**src/rtl/n163_snd_writer.sv**
```systemverilog
// n163_snd_writer: queues sound-RAM byte writes and replays them onto the
// mapper CPU bus as $F800 address-port and $4800 data-port cycles.
// The address cycle is skipped whenever the chip's auto-incremented pointer
// already points at the requested byte.
// Ports:
//   clk, reset_n              single clock, asynchronous active-low reset
//   ce                        one-clk pulse per CPU (M2) cycle
//   sync                      one-clk pulse, forgets the tracked pointer
//   req_valid/req_ready       request handshake; req_addr (7b), req_data (8b)
//   bus_ain/bus_dout/bus_write registered CPU-side bus toward the mapper
//   done                      one-clk pulse per completed data write
//   busy                      work queued or a bus transfer in flight

// Generic synchronous FIFO with a combinational head.
// Latency: an entry is visible at the head one clk after its push.
// Backpressure: full blocks push, empty ignores pop; push and pop may share a clk.
module n163_snd_fifo #(
  parameter int WIDTH = 8,
  parameter int DEPTH = 4
) (
  input  logic             clk,
  input  logic             reset_n,
  input  logic             push,
  input  logic [WIDTH-1:0] push_dat,
  input  logic             pop,
  output logic [WIDTH-1:0] head_dat,
  output logic             empty,
  output logic             full
);
  localparam int AW = (DEPTH > 1) ? $clog2(DEPTH) : 1;

  logic [WIDTH-1:0] mem [DEPTH];
  logic [AW-1:0]    wr_ptr;
  logic [AW-1:0]    rd_ptr;
  logic [AW:0]      count;
  logic             do_push;
  logic             do_pop;

  assign empty    = (count == '0);
  assign full     = (count == (AW+1)'(DEPTH));
  assign do_push  = push & ~full;
  assign do_pop   = pop & ~empty;
  assign head_dat = mem[rd_ptr];

  // Storage needs no reset: nothing reads it until count says it is valid.
  always_ff @(posedge clk) begin
    if (do_push) mem[wr_ptr] <= push_dat;
  end

  always_ff @(posedge clk or negedge reset_n) begin
    if (!reset_n) begin
      wr_ptr <= '0;
      rd_ptr <= '0;
      count  <= '0;
    end else begin
      if (do_push) wr_ptr <= wr_ptr + AW'(1);
      if (do_pop)  rd_ptr <= rd_ptr + AW'(1);
      case ({do_push, do_pop})
        2'b10:   count <= count + (AW+1)'(1);
        2'b01:   count <= count - (AW+1)'(1);
        default: count <= count;
      endcase
    end
  end
endmodule

// Sound-RAM write sequencer: FIFO of requests feeding an IDLE/ADDR/DATA bus FSM.
// Latency: first bus cycle on the first ce after acceptance; one ce period per bus cycle.
// Backpressure: req_ready drops while the FIFO is full; without ce nothing drains.
module n163_snd_writer #(
  parameter int FIFO_DEPTH = 4,
  parameter int AUTOINC    = 1
) (
  input  logic        clk,
  input  logic        reset_n,
  input  logic        ce,
  input  logic        sync,
  input  logic        req_valid,
  output logic        req_ready,
  input  logic [6:0]  req_addr,
  input  logic [7:0]  req_data,
  output logic [15:0] bus_ain,
  output logic [7:0]  bus_dout,
  output logic        bus_write,
  output logic        done,
  output logic        busy
);
  localparam logic        AI        = 1'(AUTOINC);
  localparam logic [15:0] ADDR_PORT = 16'hF800;
  localparam logic [15:0] DATA_PORT = 16'h4800;

  typedef enum logic [1:0] {
    S_IDLE = 2'd0,
    S_ADDR = 2'd1,
    S_DATA = 2'd2
  } state_t;

  state_t      state;
  logic [6:0]  cur_addr;
  logic [7:0]  cur_data;
  logic [6:0]  ptr;
  logic        ptr_valid;

  logic [14:0] head_dat;
  logic [6:0]  head_addr;
  logic [7:0]  head_data;
  logic        fifo_empty;
  logic        fifo_full;
  logic        push;
  logic        pop;
  logic [6:0]  ptr_next;
  logic        ptr_valid_next;
  logic        hit;

  assign req_ready = ~fifo_full;
  assign push      = req_valid & ~fifo_full;
  assign busy      = ~fifo_empty | (state != S_IDLE);
  assign head_addr = head_dat[14:8];
  assign head_data = head_dat[7:0];

  // The head is consumed on the same ce that ends IDLE or a DATA cycle.
  assign pop = ce & ~fifo_empty & ((state == S_IDLE) | (state == S_DATA));

  n163_snd_fifo #(
    .WIDTH (15),
    .DEPTH (FIFO_DEPTH)
  ) u_fifo (
    .clk      (clk),
    .reset_n  (reset_n),
    .push     (push),
    .push_dat ({req_addr, req_data}),
    .pop      (pop),
    .head_dat (head_dat),
    .empty    (fifo_empty),
    .full     (fifo_full)
  );

  // Pointer as the chip will see it after this edge. A completing data write
  // advances it (7-bit wrap), and the skip decision for the next entry uses the
  // advanced value. sync is folded in last so it beats a coincident completion.
  always_comb begin
    ptr_next       = ptr;
    ptr_valid_next = ptr_valid;
    if (ce && state == S_DATA) begin
      ptr_next       = cur_addr + 7'd1;
      ptr_valid_next = AI;
    end
    if (sync) ptr_valid_next = 1'b0;
  end

  assign hit = ptr_valid_next & (head_addr == ptr_next);

  always_ff @(posedge clk or negedge reset_n) begin
    if (!reset_n) begin
      state     <= S_IDLE;
      cur_addr  <= '0;
      cur_data  <= '0;
      ptr       <= '0;
      ptr_valid <= 1'b0;
      bus_ain   <= '0;
      bus_dout  <= '0;
      bus_write <= 1'b0;
      done      <= 1'b0;
    end else begin
      done      <= 1'b0;
      ptr       <= ptr_next;
      ptr_valid <= ptr_valid_next;
      if (ce) begin
        case (state)
          S_ADDR: begin
            state     <= S_DATA;
            bus_ain   <= DATA_PORT;
            bus_dout  <= cur_data;
            bus_write <= 1'b1;
          end
          S_IDLE, S_DATA: begin
            if (state == S_DATA) done <= 1'b1;
            if (!fifo_empty) begin
              cur_addr  <= head_addr;
              cur_data  <= head_data;
              bus_write <= 1'b1;
              if (hit) begin
                state    <= S_DATA;
                bus_ain  <= DATA_PORT;
                bus_dout <= head_data;
              end else begin
                state    <= S_ADDR;
                bus_ain  <= ADDR_PORT;
                bus_dout <= {AI, head_addr};
              end
            end else begin
              // Park the bus so the $4800 window is never held past one ce period.
              state     <= S_IDLE;
              bus_ain   <= '0;
              bus_dout  <= '0;
              bus_write <= 1'b0;
            end
          end
          default: begin
            state     <= S_IDLE;
            bus_ain   <= '0;
            bus_dout  <= '0;
            bus_write <= 1'b0;
          end
        endcase
      end
    end
  end
endmodule

```
**config.mk**
```make
export PLATFORM = sky130hd
export DESIGN_NAME = n163_snd_writer
export DESIGN_NICKNAME = d
export VERILOG_FILES = /design/src/rtl/n163_snd_writer.sv
export SDC_FILE = /design/constraint.sdc
export NUM_CORES = 1
export LEC_CHECK = 0
export CAP_MARGIN = 25
export CORE_ASPECT_RATIO = 0.8
export CORE_MARGIN = 8
export CORE_UTILIZATION = 61
export CTS_CLUSTER_DIAMETER = 200
export CTS_CLUSTER_SIZE = 30
export DETAILED_ROUTE_END_ITERATION = 6
export MAX_ROUTING_LAYER = met4
export PLACE_DENSITY = 0.82
export SLEW_MARGIN = 25
export SYNTH_ARGS = -nofsm -noshare
export SYNTH_HDL_FRONTEND = slang
export SYNTH_HIERARCHICAL = 1
export SYNTH_SLANG_ARGS = --single-unit
```
**constraint.sdc**
```tcl
create_clock -name clk -period 4.9 [get_ports clk]
set_clock_uncertainty 0.1 [all_clocks]
set_input_delay 0.735 -clock clk [delete_from_list [all_inputs] [get_ports clk]]
set_output_delay 0.735 -clock clk [all_outputs]
set_load 0.05 [all_outputs]
```
After elaboration in Yosys (flattened, before gate mapping)
Memory sizes are Yosys's and may differ from the RTL's.
Index checks and enable logic that the tools add are counted.
- memory bits (writable): 60
- output and inout port bits: 28
- bits in registers: 58
- word-level logic and storage cells: 61
- memories: 1
- input bits: 20
- multiplexer cells: 20
- reductions and logical operators: 7
- equality and inequality tests: 6
- bitwise gates (word level): 10
- add/subtract/negate cells: 5
- memories (memory ; words ; width ; read ports ; clocked after Yosys merged registers in ; write ports ; line ; RTL):
    u_fifo.mem ; 4 ; 15 ; 1 ; 0 ; 1 ; 32 ; logic [WIDTH-1:0] mem [DEPTH];
- operators with widths (cell ; number):
    $mux 16 ; 2
    $pmux 16 s2 ; 1
    $mux 8 ; 2
    $pmux 8 s2 ; 1
    $mux 1 ; 8
    $add 7x1->7 const B ; 1
    $eq 7x7->1 ; 1
    $mux 7 ; 1
    $and 1x1->1 ; 6
    $pmux 3 s2 ; 1
    $add 2x1->2 const B ; 2
    $eq 2x1->1 const B ; 2
    $eq 2x2->1 const B ; 2
    $mux 2 ; 2
    $pmux 2 s2 ; 1
    $reduce_bool 2->1 ; 2
    $add 3x1->3 const B ; 1
    $eq 3x3->1 const B ; 1
    $logic_not 3->1 ; 1
    $reduce_and 3->1 ; 1
    $sub 3x1->3 const B ; 1
    $logic_not 2->1 ; 1
    $not 1->1 ; 2
    $or 1x1->1 ; 2
    other kinds (3) ; 3

Depth between registers and ports, before layout
- word-level depth: 8
- depth in mapped cells: 12
- mapped depth without buffers: 10

Hierarchy
The synthesis kept the hierarchy.
- by module, submodules not included (module ; area each (um2) ; sequential area each (um2) ; instances ; cells an instance):
    n163_snd_fifo ; 2632.5 ; 1976.9 ; 1 ; 116
    n163_snd_writer ; 2021.9 ; 875.8 ; 1 ; 226

Worst setup path before layout
OpenSTA, ideal clock, no wires.
- path kind: input to register
- from: in ce
- to: reg u_fifo.count[2]
- cell stages on the path: 12
- path slack: 2.094 ns
- data required time: 4.721 ns
- path buffers: 2
- library setup time: 0.079 ns
- arrival: 2.627 ns
- cell sequence: inv_2 or3_1 buf_6 clkinv_4 buf_12 o31a_1 ha_1 inv_1 fa_1 xor2_1 nor2_1 xor2_1
- word-level cells in the longest chain between the ends: 5
- elaborated cells on any way between the ends: 7
- those cells by class: 2 x eq/ne; 1 x mux; 3 x bitwise; 1 x reduce/logical
- RTL lines (item ; line ; RTL):
    from (decl) ; 76 ; input logic ce,
    $and 1x1->1 (*) (2 in series) ; 122 ; assign pop = ce & ~fifo_empty & ((state == S_IDLE) | (state == S_DATA));
    net pop ; 110 ; logic pop;
    $and 1x1->1 (*) ; 42 ; assign do_pop = pop & ~empty;
    net u_fifo.do_pop ; 37 ; logic do_pop;
    $eq 2x1->1 / $eq 2x2->1 (equally long branches) ; 58 ; case ({do_push, do_pop})
    $pmux 3 s2 / $reduce_bool 2->1 (equally long branches) ; -- ;
    to (signal assigned) ; 59 ; 2'b10: count <= count + (AW+1)'(1);
    to (signal assigned) ; 60 ; 2'b01: count <= count - (AW+1)'(1);
    to (signal assigned) ; 61 ; default: count <= count;
    to (decl) ; 35 ; logic [AW:0] count;
The timed path passes the listed nets; every way through them passes the cells marked *.
A chain may end at the register's enable or synchronous reset.

Worst setup path in the final report
- from: in ce
- to: reg u_fifo.count[2]
- word-level cells in the longest chain between the ends: 5
- elaborated cells on any way between the ends: 7
- those cells by class: 2 x eq/ne; 1 x mux; 3 x bitwise; 1 x reduce/logical
- RTL lines (item ; line):
    $and 1x1->1 (*) (2 in series) ; 122
    $and 1x1->1 (*) ; 42
    net u_fifo.do_pop ; 37
    $eq 2x1->1 / $eq 2x2->1 (equally long branches) ; 58
    $pmux 3 s2 / $reduce_bool 2->1 (equally long branches) ; --
Marked as above.

==> impl_metrics.ini <==
[status]
status = complete, no violations

[yosys]
synth_top_flop_cell = edfxtp_1
ys_seq_elements = 102
yosysWarnings = 6
synth_area_leaders = edfxtp_1 39%, dfrtp_1 23%, nand2_1 4.5%
synth_sequential_area_ratio_pct = 61.3
postSynth.asyncResetShare_pct = 41.2
synthMostInstantiatedCell = edfxtp_1
synthesis.instances = 342
synth_top_cell_by_area = edfxtp_1
mean_post_synth_cell_area_sq_um = 13.6
synth_cell_type_count = 55
synth_common_cells = 60 x edfxtp_1, 56 x nand2_1, 42 x dfrtp_1
synth-edff-count = 60
synthDominantCellAreaShare_pct = 38.7
syn-cell-area_sq_um = 4650

[routing]
ant_nets = 0
wl_per_cell_um = 18.4
detail_route.first_pass.iterations = 4
routed_vias_inst = 5.61
wirelength_um = 8870
drt_initial_violations = 175
number_of_drc_violations_after_detailed_routing = 0
vias = 2712

[sta]
timing_worst_slew_pin_value_ns = 0.831
max_freq_ghz = 0.263
grt_setup_unrepaired = no
layout_min_cycle_time_ns = 3.80
finalCritPeriodShare_pct = 77.5
timing.final.max_slew_violations = 0
setup_viol = 0
final.setup.worst_slack_ns = 1.10
final_hold_viol_count = 0
slew-limit-headroom_pct = 44.6
setup-tns-final_ns = 0

[setup_path]
critPathMaxStageDelay_ns = 0.78
worst-path-max-fanout = 19
ff2ff_path_depth = 7
critical_path.cell_chain = clkdlybuf4s50_1 -> inv_2 -> or3_1 -> clkinv_4 -> o31a_1 -> ha_1 -> inv_1 -> fa_1 -> xor2_1 -> nor2_1 -> xor2_1
cpMaxStageDelayCell = clkdlybuf4s50_1
regToRegSetupSlack_ns = 1.47
worstPathRequired_ns = 5.09
critical_path.reg2reg.endpoint = bus_dout[5]
path_class = input pin to flip-flop
end_kind = flip-flop
crit_top_cell = xor2_1
worstSetupStartpointType = input pin
r2r_start = u_fifo/rd_ptr[0]
cp.arrival_ns = 3.99

[clock_tree]
cts-htree-levels = 3
clk_path_buf_depth = 2
cts.hold.buffers_added = 0
ctsResizeCount = 0
clock_network_latency_to_the_later_pin_of_the_worst_skew_pair_ns = 0.36
tritoncts_sinks = 102
cts_tree = done
cts_buffers = 9
cts_setup_buffers = 0
cts.reportedPaths.clkPinSlew_ns = 0.10
clock_tree.root_cell = clkbuf_8

[cells_and_area]
design.final.nets = 401
flow.area_growth_from_synthesis_pct = 10.6
n_antenna_cell = 0
layout_cell_share_with_drive_strength_beyond_1_pct = 10.8

[global_routing]
grt_first_pass_wirelength_um = 14600
grt_pass1_vias = 2787
grt_max_degree = 43
grt-ovfl-total = 0
antenna_found_initial = 0
grt_use_total_pct = 18.4

[pwr]
peakVddDrop_mv = 0.271
leakagePower_nw = 2.00
pwr_density_cell_nw_per_um2 = 631

[floorplan]
floorplan.die.width_um = 114
dieHeight_um = 94.1
floorplan.core_area_sq_um = 7390
rows = 28
io-pin-count = 48
start_util_pct = 63.0
floorplan.die_area_sq_um = 10700

[worst_hold_path]
min_delay_worst_type = input pin to asynchronous set/reset pin

[run]
cap_violations = 0

[placed_design]
finalWeightedCongestion = 0.867
place_ws_ns = 0.743
io_buffer_count = 36
dp.final_hpwl_um = 6300
==> cell families (layout without fill, tap and decap cells) <==
logic type / after synthesis / after routing / synth area share (%)
AND/OR/NAND/NOR: 115 / 115 / 12.7
flip-flops: 102 / 102 / 61.3
AO/OA/AOI/OAI: 41 / 41 / 6.05
buffers and inverters: 40 / 66 / 5.89
XOR/XNOR: 19 / 19 / 3.58
multiplexers: 17 / 17 / 8.36
adder cells (fa/ha/maj): 7 / 7 / 2.04
other: 1 / 11 / 0.0806
==> stage by stage <==
step	area [sq um]	hold slack (ns)	utilization, %	instances	power (mW)
after floorplan	4690	0.338	-	352	2.45
after global placement	4970	0.362	67.2	468	2.72
after detailed placement	4970	0.363	67.2	468	2.79
after CTS	5150	0.387	69.6	483	3.28
after global routing	5150	0.274	69.7	483	3.44
final	5150	0.240	69.7	483	3.25
==> how the worst max path moves through the flow <==
stage / startpoint / endpoint / slack (ns) / cells after the start
CTS: ce / u_fifo/count[2] / 1.12 / 11
finish: ce / u_fifo/count[2] / 1.10 / 11
global placement: ce / u_fifo/count[2] / 0.95 / 11
floorplan: ce / u_fifo/count[2] / 2.09 / 12
detailed placement: ce / u_fifo/count[2] / 0.74 / 11
global route: ce / u_fifo/count[2] / 0.86 / 11
==> area by class of cell <==
cell class	instances	area (sq um)
clock buffer	9	124
sequential	102	2850
multi-input combinational	210	1570
inverter	14	57.6
tap	105	131
fill	536	2240
timing repair buffer	37	365
clock inverter	6	53.8
==> power breakdown <==
group	switching, mW	total, mW	internal (mW)
clock	0.296	0.488	0.192
combinational	0.820	1.36	0.538
sequential	0.218	1.41	1.19
==> sequential cells by signal, summed over array words and instances (netlist names) <==
signal         count
u_fifo/wr_ptr      2
state              2
u_fifo/mem        60
u_fifo/count       3
ptr_valid          1
cur_addr           7
cur_data           8
ptr                7
bus_ain            1
done               1
bus_dout           8
u_fifo/rd_ptr      2
==> critical path: cells and delay by family <==
family,cells,cell delay [ns]
AO/OA/AOI/OAI,1,0.24
XOR/XNOR,2,0.31
adder cells (fa/ha/maj),2,0.59
buffers and inverters,4,1.26
AND/OR/NAND/NOR,2,0.85
==> metal layers <==
metal | GRT usage [%] | vias to the layer above | wire [um]
li1 | - | 1278 | -
met1 | 22.6 | 1345 | 3830
met2 | 30.4 | 85 | 4450
met3 | 5.01 | 4 | 558
met4 | 2.88 | 0 | 32
met5 | - | - | 0
==> cell usage in the layout (no fill, tap or decap), drive strengths merged, types with 4 or more instances in the layout <==
| cell | synthesis | routed |
|---|---|---|
| and2 | 4 | 4 |
| clkdlybuf4s50 | 0 | 35 |
| inv | 13 | 17 |
| xor2 | 7 | 7 |
| ha | 6 | 6 |
| dfrtp | 42 | 42 |
| o21ai | 9 | 9 |
| conb | 1 | 11 |
| nor2 | 12 | 12 |
| and3 | 8 | 8 |
| clkbuf | 2 | 9 |
| a21oi | 13 | 13 |
| or4 | 7 | 7 |
| xnor2 | 12 | 12 |
| mux4 | 15 | 15 |
| nand3 | 8 | 8 |
| edfxtp | 60 | 60 |
| o211ai | 7 | 7 |
| nor3 | 6 | 6 |
| nand2 | 57 | 57 |
| nand2b | 4 | 4 |
Power figures use the tool's default switching activity.
